==> src/rtl/gb_video_pkg.sv <==
// Shared Gameboy video constants and FSM encodings
// for the LCD capture and line replay path.
package gb_video_pkg;

  localparam int LINE_PIXELS_GB = 160;
  localparam int LINES_GB       = 144;

  localparam logic [1:0] SHADE_WHITE = 2'd0;
  localparam logic [1:0] SHADE_LIGHT = 2'd1;
  localparam logic [1:0] SHADE_DARK  = 2'd2;
  localparam logic [1:0] SHADE_BLACK = 2'd3;

  typedef enum logic {
    W_IDLE,
    W_LINE
  } wr_state_e;

  typedef enum logic {
    R_WAIT,
    R_ACTIVE
  } rd_state_e;

endpackage

==> src/rtl/gb_sync_edge.sv <==
// Two-flop synchroniser for async GB pins with
// rise/fall pulses taken from the synced copy.
module gb_sync_edge #(
  parameter int W = 1
) (
  input  logic         clk_i,
  input  logic         rst_i,
  input  logic [W-1:0] d_i,
  output logic [W-1:0] q_o,
  output logic [W-1:0] rise_o,
  output logic [W-1:0] fall_o
);

  logic [W-1:0] s1_q;
  logic [W-1:0] s2_q;
  logic [W-1:0] s3_q;

  // synchroniser chain plus one delay stage for edges
  always_ff @(posedge clk_i) begin
    if (rst_i) begin
      s1_q <= '0;
      s2_q <= '0;
      s3_q <= '0;
    end else begin
      s1_q <= d_i;
      s2_q <= s1_q;
      s3_q <= s2_q;
    end
  end

  assign q_o    = s2_q;
  assign rise_o = s2_q & ~s3_q;
  assign fall_o = ~s2_q & s3_q;

endmodule

==> src/rtl/gb_line_buffer.sv <==
// Bank-rotating GB line buffer: captures LCD lines
// and replays them scaled against the output raster.
module gb_line_buffer
  import gb_video_pkg::*;
#(
  parameter int PIXEL_W     = 2,
  parameter int LINE_PIXELS = LINE_PIXELS_GB,
  parameter int BANKS       = 4,
  parameter int H_SCALE     = 2,
  parameter int V_SCALE     = 2,
  parameter int H_START     = 80,
  parameter int CNT_W       = 9
) (
  input  logic               SYSTEM_CLOCK,
  input  logic               RESET,
  input  logic               GB_PIXEL_CLOCK,
  input  logic               GB_HSYNC,
  input  logic               GB_VSYNC,
  input  logic [PIXEL_W-1:0] GB_DATA,
  input  logic [CNT_W-1:0]   H_COUNTER,
  input  logic [CNT_W-1:0]   V_COUNTER,
  output logic [PIXEL_W-1:0] PIXEL_OUT,
  output logic               PIXEL_VALID,
  output logic               FRAME_LOCKED,
  output logic               OVERFLOW,
  output logic               UNDERFLOW
);

  localparam int SH = $clog2(H_SCALE);
  localparam int BW = (BANKS > 1) ? $clog2(BANKS) : 1;
  localparam int CW = $clog2(BANKS + 1);
  localparam int XW = $clog2(LINE_PIXELS + 1);
  localparam int AW = $clog2(BANKS * LINE_PIXELS);
  localparam int VW = 3;
  localparam int HE = H_START + LINE_PIXELS * H_SCALE;

  localparam logic [CNT_W-1:0] H_BEG = CNT_W'(H_START);
  localparam logic [CNT_W-1:0] H_END = CNT_W'(HE);
  localparam logic [XW-1:0]    X_MAX = XW'(LINE_PIXELS);

  function automatic logic [BW-1:0] bank_inc(
    input logic [BW-1:0] b
  );
    if (b == BW'(BANKS - 1)) return '0;
    return b + 1'b1;
  endfunction

  logic pix_fall, hs_rise, vs_rise;
  logic [PIXEL_W-1:0] dat_s;
  logic unused_pix_q, unused_pix_rise;
  logic unused_hs_q, unused_hs_fall;
  logic unused_vs_q, unused_vs_fall;
  logic [PIXEL_W-1:0] unused_dat_rise, unused_dat_fall;

  gb_sync_edge #(.W(1)) u_pix (
    .clk_i(SYSTEM_CLOCK), .rst_i(RESET),
    .d_i(GB_PIXEL_CLOCK), .q_o(unused_pix_q),
    .rise_o(unused_pix_rise), .fall_o(pix_fall)
  );
  gb_sync_edge #(.W(1)) u_hs (
    .clk_i(SYSTEM_CLOCK), .rst_i(RESET),
    .d_i(GB_HSYNC), .q_o(unused_hs_q),
    .rise_o(hs_rise), .fall_o(unused_hs_fall)
  );
  gb_sync_edge #(.W(1)) u_vs (
    .clk_i(SYSTEM_CLOCK), .rst_i(RESET),
    .d_i(GB_VSYNC), .q_o(unused_vs_q),
    .rise_o(vs_rise), .fall_o(unused_vs_fall)
  );
  gb_sync_edge #(.W(PIXEL_W)) u_dat (
    .clk_i(SYSTEM_CLOCK), .rst_i(RESET),
    .d_i(GB_DATA), .q_o(dat_s),
    .rise_o(unused_dat_rise), .fall_o(unused_dat_fall)
  );

  wr_state_e wst_q, wst_d;
  logic [XW-1:0] wcol_q, wcol_d;
  logic [BW-1:0] wbank_q, wbank_d;
  logic drop_q, drop_d;
  logic lock_q, lock_d;
  logic ovf_q, ovf_d;

  rd_state_e rst_q, rst_d;
  logic [BW-1:0] rbank_q, rbank_d;
  logic [CW-1:0] cnt_q, cnt_d;
  logic [VW-1:0] vrep_q, vrep_d;
  logic unf_q, unf_d;
  logic val_q;
  logic [PIXEL_W-1:0] rd_q;

  logic [PIXEL_W-1:0] mem [BANKS*LINE_PIXELS];

  logic line_on, pix_ok, bank_free, we;
  logic full_line, commit, ovf_evt;
  logic in_win, at_start, have, take, skip;
  logic win_end, last_rep, free, active;
  logic [BW:0] sum;
  logic [BW-1:0] newest, rsel;
  logic [CNT_W-1:0] hoff, col;
  logic [AW-1:0] waddr, raddr;

  // write-side qualifiers: a line whose bank is
  // still held by the reader is marked dropped
  always_comb begin
    line_on   = wst_q == W_LINE;
    pix_ok    = line_on && pix_fall && wcol_q < X_MAX;
    bank_free = cnt_q < CW'(BANKS);
    we        = pix_ok && bank_free;
    full_line = wcol_q == X_MAX;
    commit    = line_on && hs_rise && !vs_rise
              && full_line && !drop_q;
    ovf_evt   = line_on && hs_rise && !vs_rise
              && full_line && drop_q;
    waddr     = AW'(wbank_q) * AW'(LINE_PIXELS)
              + AW'(wcol_q);
  end

  // write FSM next state; vsync overrides everything
  always_comb begin
    wst_d   = wst_q;
    wcol_d  = wcol_q;
    wbank_d = wbank_q;
    drop_d  = drop_q;
    lock_d  = lock_q;
    ovf_d   = ovf_q;
    unique case (wst_q)
      W_IDLE: ;
      W_LINE: begin
        if (hs_rise) begin
          wcol_d = '0;
          drop_d = 1'b0;
          if (commit) begin
            wbank_d = bank_inc(wbank_q);
            lock_d  = 1'b1;
          end
          if (ovf_evt) ovf_d = 1'b1;
        end else if (pix_ok) begin
          wcol_d = wcol_q + 1'b1;
          if (!bank_free) drop_d = 1'b1;
        end
      end
      default: ;
    endcase
    if (vs_rise) begin
      wst_d  = W_LINE;
      wcol_d = '0;
      drop_d = 1'b0;
      lock_d = 1'b0;
    end
  end

  // read-side qualifiers and memory read address
  always_comb begin
    in_win   = H_COUNTER >= H_BEG && H_COUNTER < H_END;
    at_start = rst_q == R_WAIT && H_COUNTER == H_BEG;
    have     = cnt_q != '0;
    take     = at_start && have;
    skip     = take && V_COUNTER == '0;
    win_end  = rst_q == R_ACTIVE && !in_win;
    last_rep = vrep_q == VW'(V_SCALE - 1);
    free     = win_end && last_rep;
    active   = take || (rst_q == R_ACTIVE && in_win);
    sum      = {1'b0, rbank_q} + (BW+1)'(cnt_q)
             - (BW+1)'(1);
    if (sum >= (BW+1)'(BANKS))
      sum = sum - (BW+1)'(BANKS);
    newest   = sum[BW-1:0];
    rsel     = skip ? newest : rbank_q;
    hoff     = H_COUNTER - H_BEG;
    col      = hoff >> SH;
    raddr    = '0;
    if (active)
      raddr = AW'(rsel) * AW'(LINE_PIXELS) + AW'(col);
  end

  // read FSM next state plus bank ownership count
  always_comb begin
    rst_d   = rst_q;
    vrep_d  = vrep_q;
    unf_d   = unf_q;
    rbank_d = rbank_q;
    cnt_d   = cnt_q + CW'(commit) - CW'(free);
    unique case (rst_q)
      R_WAIT: begin
        if (at_start) begin
          if (have) rst_d = R_ACTIVE;
          else      unf_d = 1'b1;
        end
      end
      R_ACTIVE: begin
        if (!in_win) begin
          rst_d  = R_WAIT;
          vrep_d = last_rep ? '0 : vrep_q + 1'b1;
          if (free) rbank_d = bank_inc(rbank_q);
        end
      end
      default: ;
    endcase
    if (skip) begin
      vrep_d  = '0;
      rbank_d = newest;
      cnt_d   = CW'(1) + CW'(commit);
    end
  end

  // state registers for both FSMs and sticky flags
  always_ff @(posedge SYSTEM_CLOCK) begin
    if (RESET) begin
      wst_q   <= W_IDLE;
      wcol_q  <= '0;
      wbank_q <= '0;
      drop_q  <= 1'b0;
      lock_q  <= 1'b0;
      ovf_q   <= 1'b0;
      rst_q   <= R_WAIT;
      rbank_q <= '0;
      cnt_q   <= '0;
      vrep_q  <= '0;
      unf_q   <= 1'b0;
      val_q   <= 1'b0;
    end else begin
      wst_q   <= wst_d;
      wcol_q  <= wcol_d;
      wbank_q <= wbank_d;
      drop_q  <= drop_d;
      lock_q  <= lock_d;
      ovf_q   <= ovf_d;
      rst_q   <= rst_d;
      rbank_q <= rbank_d;
      cnt_q   <= cnt_d;
      vrep_q  <= vrep_d;
      unf_q   <= unf_d;
      val_q   <= active;
    end
  end

  // simple dual-port line RAM with registered read
  always_ff @(posedge SYSTEM_CLOCK) begin
    if (we) mem[waddr] <= dat_s;
    rd_q <= mem[raddr];
  end

  assign PIXEL_OUT    = val_q ? rd_q : '0;
  assign PIXEL_VALID  = val_q;
  assign FRAME_LOCKED = lock_q;
  assign OVERFLOW     = ovf_q;
  assign UNDERFLOW    = unf_q;

endmodule

==> config.mk <==
export PLATFORM = sky130hd
export DESIGN_NAME = gb_line_buffer
export DESIGN_NICKNAME = d
export VERILOG_FILES = /design/src/rtl/gb_video_pkg.sv /design/src/rtl/gb_sync_edge.sv /design/src/rtl/gb_line_buffer.sv
export SDC_FILE = /design/constraint.sdc
export NUM_CORES = 2
export LEC_CHECK = 0
export ABC_CLOCK_PERIOD_IN_PS = 12000
export BUFFER_PORTS_ARGS = -buffer_cell sky130_fd_sc_hd__buf_2
export CORE_MARGIN = 2
export CORE_UTILIZATION = 60
export CTS_CLUSTER_DIAMETER = 50
export DETAILED_ROUTE_END_ITERATION = 8
export MAX_ROUTING_LAYER = met4
export PLACE_DENSITY_LB_ADDON = 0.3
export SLEW_MARGIN = 20
export SYNTH_ARGS = -nofsm -noshare
export SYNTH_HDL_FRONTEND = slang
export SYNTH_SLANG_ARGS = --single-unit
==> constraint.sdc <==
create_clock -name SYSTEM_CLOCK -period 12 [get_ports SYSTEM_CLOCK]
set_input_delay 1.2 -clock SYSTEM_CLOCK [delete_from_list [all_inputs] [get_ports SYSTEM_CLOCK]]
set_output_delay 1.2 -clock SYSTEM_CLOCK [all_outputs]
set_load 0.01 [all_outputs]
Yosys cells after proc, flatten, opt, wreduce, memory -nomap -nowiden
Memories as Yosys holds them, arrays and structs flattened. A register that Yosys moved wholly into a read port is not among the register bits.
Index checks and enable logic that the tools add are counted.
W data, S select, Z words.

operators by class
  add/subtract/negate cells = 13
  multiply operators = 2
  order comparisons = 5
  equal/unequal tests = 7
  muxes and demuxes = 33
  bitwise operators = 9
  reductions and logical operators = 33

operator list
  operator               number
  $mux W2                11
  $add A10 B8 Y10        2
  $mux W1                16
  $mux W8                2
  $logic_and A1 B1 Y1    15
  $reduce_and A3 Y1      5
  $mul A2 B3 Y5 const B  2
  $mux W10               1
  $eq A9 B7 Y1 const B   1
  $ge A9 B7 Y1 const B   1
  $logic_not A9 Y1       1
  $lt A9 B9 Y1 const B   1
  $sub A9 B7 Y9 const B  1
  $add A8 B1 Y8 const B  1
  $eq A8 B8 Y1 const B   1
  $lt A8 B8 Y1 const B   1
  $mux W3                2
  $not A1 Y1             6
  $reduce_bool A2 Y1     3
  $add A2 B1 Y2 const B  2
  $eq A2 B2 Y1 const B   2
  $reduce_and A2 Y1      2
  $reduce_or A2 Y1       2
  $add A2 B3 Y3          1
  16 further kinds       20

word-level totals
  flip-flop bits (word level) = 38
  bits in writable memories = 1,280
  word-level logic and storage cells = 126
  memories = 1

memories
  name  words  bits a word  rd ports  clocked after Yosys merged registers in  wr ports  line                  RTL
  mem   640    2            1         1                                        1         gb_line_buffer.sv:91  logic [PIXEL_W-1:0] mem [BANKS*LINE_PIXELS];

Depth between registers and ports, before layout
  depth after elaboration = 13
  gate-level depth with buffers = 21
  mapped depth without buffers = 20

Hierarchy
From an unflattened synthesis, not the netlist that was laid out.

unflattened totals
  cell total of the unflattened synthesis = 4,227
  area total of the unflattened synthesis = 56,128.8 um^2

by module, submodules not included
  module                   instances  cells an instance  area each (um^2)  seq. area each (um^2)
  gb_line_buffer           1          4,187              55,672.1          38,977.4
  gb_sync_edge (u_hs ...)  3          8                  91.3              60.1
  gb_sync_edge (u_dat)     1          16                 182.7             120.1

Least setup slack after synthesis
OpenSTA, ideal clock, no wires.

  kind = register to register
  from = register u_dat.s2_q[0], in the netlist u_dat.q_o[0]
  to = memory mem[0][0] (data pin)
  arrival = 8.057 ns
  required time = 10.168 ns
  slack = 2.111 ns
  stages on the path, launching flop included = 1
  period minus slack after synthesis = 9.889 ns
  cell sequence = dfxtp_1

RTL lines
  what                    line                  RTL
  from (decl)             gb_sync_edge.sv:15    logic [W-1:0] s2_q;
  from (signal assigned)  gb_sync_edge.sv:26    s2_q <= s1_q;
  to (decl)               gb_line_buffer.sv:91

Straight into the memory's write port.

Worst setup path after layout
  from = input H_COUNTER[1]
  to = register rd_q[0] (read register of mem)

between the ends
  word-level cells in the longest chain between the ends = 8
  elaborated cells on any way between the ends = 14
  classes of those cells = add/sub (2); mul (1); order compare (2); eq/ne (1); mux (2); reduce/logical (6)

RTL lines
  what                 line                   RTL
  from (decl)          gb_line_buffer.sv:20   input logic [CNT_W-1:0] H_COUNTER,
  $eq A9 B7 Y1         gb_line_buffer.sv:155  at_start = rst_q == R_WAIT && H_COUNTER == H_BEG;
  $logic_and A1 B1 Y1  gb_line_buffer.sv:155
  $logic_and A1 B1 Y1  gb_line_buffer.sv:157  take = at_start && have;
  $logic_and A1 B1 Y1  gb_line_buffer.sv:158  skip = take && V_COUNTER == '0;
  $mux W2              gb_line_buffer.sv:168  rsel = skip ? newest : rbank_q;
  $mul A2 B3 Y5        gb_line_buffer.sv:173  raddr = AW'(rsel) * AW'(LINE_PIXELS) + AW'(col);
  $add A10 B8 Y10      gb_line_buffer.sv:173
  $mux W10 *           gb_line_buffer.sv:172  if (active)
  to (decl)            gb_line_buffer.sv:89   logic [PIXEL_W-1:0] rd_q;

Every way passes the cells marked *; elsewhere a longest branch is shown, timed or not.
A chain may end at the register's enable or synchronous reset.

==> impl_metrics.ini <==
[placed_design]
place_congestion = 0.978
portBuffers = 30
place_inst = 5054
dpl.hpwl_microns = 96800

[critical_path]
crit_arrival_ps = 7000
crit_start = H_COUNTER[1]
end_kind = flip-flop
path_class = in -> reg
cp-start-kind = input port
required_ps = 12700
crit_fanout = 77
reg2reg_from = cnt_q[1]$_SDFF_PP0_

[synthesis]
synth_top_cell_area_share_pct = 68.9
synth_seq_cells = 1320
synth-async-reset-ratio_pct = 0
ys.flop_type = edfxtp_1
syn_nets = 4047
ys_warn_count = 0
avgSynthCellArea_sq_um = 13.9
synthesis.area_sq_um = 55800
synth.area.top_cells = edfxtp_1 (69%), nor2_1 (5.2%), mux4_2 (4.8%), mux2i_1 (2.4%), nand2_1 (2.1%)
yosysSeqAreaShare_pct = 70.3
syn_inst = 4002
synth_top_area_cell = edfxtp_1
synth_edf_count = 1280
yosysUniqueCellTypes = 89

[worst_hold_path]
hold_class = reg -> reg
hold_start = u_dat.s1_q[1]$_SDFF_PP0_

[floorplanning]
io_pins = 31
coreArea_sq_um = 91900
die_w_microns = 309
die_area_sq_um = 95400
fp.dieH_microns = 309
start_util_pct = 60.7
std_cell_rows = 111

[sta]
fmax_ghz = 0.159
slew_violations = 0
finalSetupViolations = 0
tightest_slew_ps = 1340
finalCritPeriodShare_pct = 52.5
final.min_clock_period_ps = 6300
skew_ps = 37.9
setup_tns_ps = 0
maxSlewHeadroom_pct = 10.2
hold_viol_final = 0
rsz0062_at_grt = no

[clock_network]
htreeDepth = 4
ctsHoldBuffers = 0
cts_tree = built
cts-root-buf = clkbuf_16
worstSkewPairLatency_ps = 780
clk_path_buf_depth = 3
cts-resized-gates = 0
clk_pin_slew_worst_paths_ps = 50
cts_setup_buffers = 0
cts.sinks = 1320
cts_buffers = 138

[power]
p_leak_nw = 21.4
power.density_nw_per_um2 = 153
ir_drop_mv = 0.102

[run_status]
run_status = finished, final reports clean

[routing]
routedWlPerCell_microns = 30.8
first_iter_violations = 5864
firstDrtPassIters = 8
post-route-drc-count = 0
routed_wl_microns = 163000
vias = 36200
antenna_left = 0
vias_per_cell = 6.83

[finish]
final_cells = 5302
area_growth_pct = 10.2
nets = 3997
drive_gt1_share_pct = 13.7

[grt]
antenna_found_initial = 4
grt_pass1_wl_microns = 233000
gr-usage-all-layers_pct = 35.5
grt_max_degree = 273
globalRouteOverflowTotal = 0
grt_pass1_vias = 34800

[job]
maxCapViolations = 0
==> cell usage in the layout (no fill, tap or decap), drive strengths merged, types with 11 or more instances in the layout <==
master / n
a2111oi: 12
a211oi: 53
a21oi: 143
a221oi: 11
a22oi: 15
a31oi: 34
and2: 26
and3: 17
buf: 141
clkbuf: 160
clkinv: 60
dfxtp: 40
edfxtp: 1280
ha: 17
inv: 32
mux2: 57
mux2i: 135
mux4: 120
nand2: 317
nand3: 79
nand4: 24
nor2: 773
nor2b: 22
nor3: 53
nor4: 18
o2111ai: 11
o211ai: 13
o21ai: 105
o221ai: 48
o22ai: 66
or3: 13
==> cell families after synthesis <==
| family | count (synthesis) | synth area share [%] |
|---|---|---|
| simple gates | 1376 | 10.4 |
| flops | 1320 | 70.3 |
| compound gates | 601 | 7.33 |
| buf+inv | 354 | 2.72 |
| mux | 312 | 8.42 |
| fa+ha+maj | 20 | 0.489 |
| xor+xnor | 19 | 0.312 |
==> Yosys cell counts, types with 8 or more instances <==
cell,count
o22ai_1,65
a221oi_1,11
and3_1,17
a21oi_1,142
dfxtp_1,40
edfxtp_1,1280
ha_1,17
xnor2_1,9
a22oi_1,14
xor2_1,9
inv_1,21
o21ai_0,103
o2111ai_1,11
clkbuf_1,197
nand2_1,314
nor4_1,17
o221ai_1,48
and2_1,25
a2111oi_0,8
a31oi_1,34
nand3_1,78
mux4_2,120
buf_4,13
nand4_1,24
buf_1,30
a211oi_1,53
mux2i_1,135
buf_2,87
or3_1,12
nor2b_1,22
nor3_1,50
nor2_1,773
o211ai_1,13
a32oi_1,8
mux2_2,56
nand2b_1,10
==> worst max-delay path, cell delays in order <==
cell and delay, ps:
buf_8 210, buf_4 410, or3_1 520, nor3_2 370
nand2_1 120, nor2_1 350, nor2_1 80, a21oi_1 480
ha_1 280, inv_1 70, fa_1 1090, nor2_1 280
and3_1 290, o21ai_0 80, a211oi_1 90, nor4_1 560
nand4_1 280, nand4_1 170
==> state kept, by name, summed over array words and instances, names as in the netlist, 2 cells and up <==
register / count
mem: 1280
wcol_q: 8
cnt_q: 3
vrep_q: 3
rbank_q: 2
rd_q: 2
u_dat.q_o: 2
u_dat.s1_q: 2
wbank_q: 2
==> metal layers <==
metal | track usage (%) | vias up | routed length, microns
met5 | - | - | 0
met4 | 18.5 | 0 | 9890
met3 | 10.8 | 596 | 23500
met1 | 46.4 | 17800 | 57400
met2 | 50.7 | 2776 | 72600
li1 | - | 15000 | -
==> through the flow <==
stage          hold WS (ps)  instance area [sq um]  setup slack, ps  util (%)  power, mW
6_report                437                  61500             5700      66.9       9.41
5_1_grt                 453                  61500             5480      66.9       9.60
4_1_cts                 439                  61400             5910      66.8       9.41
3_5_place_dp            424                  57100             5170      62.1       5.35
3_3_place_gp            437                  57100             5290      62.1       5.35
2_1_floorplan           414                  55800             2110         -       5.31
==> layout make-up <==
type / count / area [sq um]
sequential: 1320 / 39200
fill: 6245 / 30500
multi-input combinational: 2328 / 15200
clock buffer: 160 / 3560
tap: 1243 / 1560
timing repair buffer: 141 / 1080
clock inverter: 82 / 777
inverter: 23 / 86.3
antenna: 5 / 12.5
==> report_power, final <==
| part | switching (mW) | internal [mW] | total [mW] | leakage [nW] |
|---|---|---|---|---|
| clock network | 1.79 | 2.35 | 4.14 | 2.12 |
| logic | 0.156 | 0.0658 | 0.222 | 5.18 |
| registers | 0.00718 | 5.03 | 5.04 | 14.1 |
| total | 1.95 | 7.45 | 9.41 | 21.4 |
==> path summary, 6_finish.rpt <==
kind,end,slack [ps],depth (start not counted)
setup / recovery,rd_q[0]$_DFF_P_,5700,18
hold / removal,u_dat.q_o[1]$_SDFF_PP0_,440,1
setup reg to reg,rd_q[0]$_DFF_P_,6930,16
hold reg to reg,u_dat.q_o[1]$_SDFF_PP0_,440,1
No activity file was read; power rests on OpenSTA's default activity.
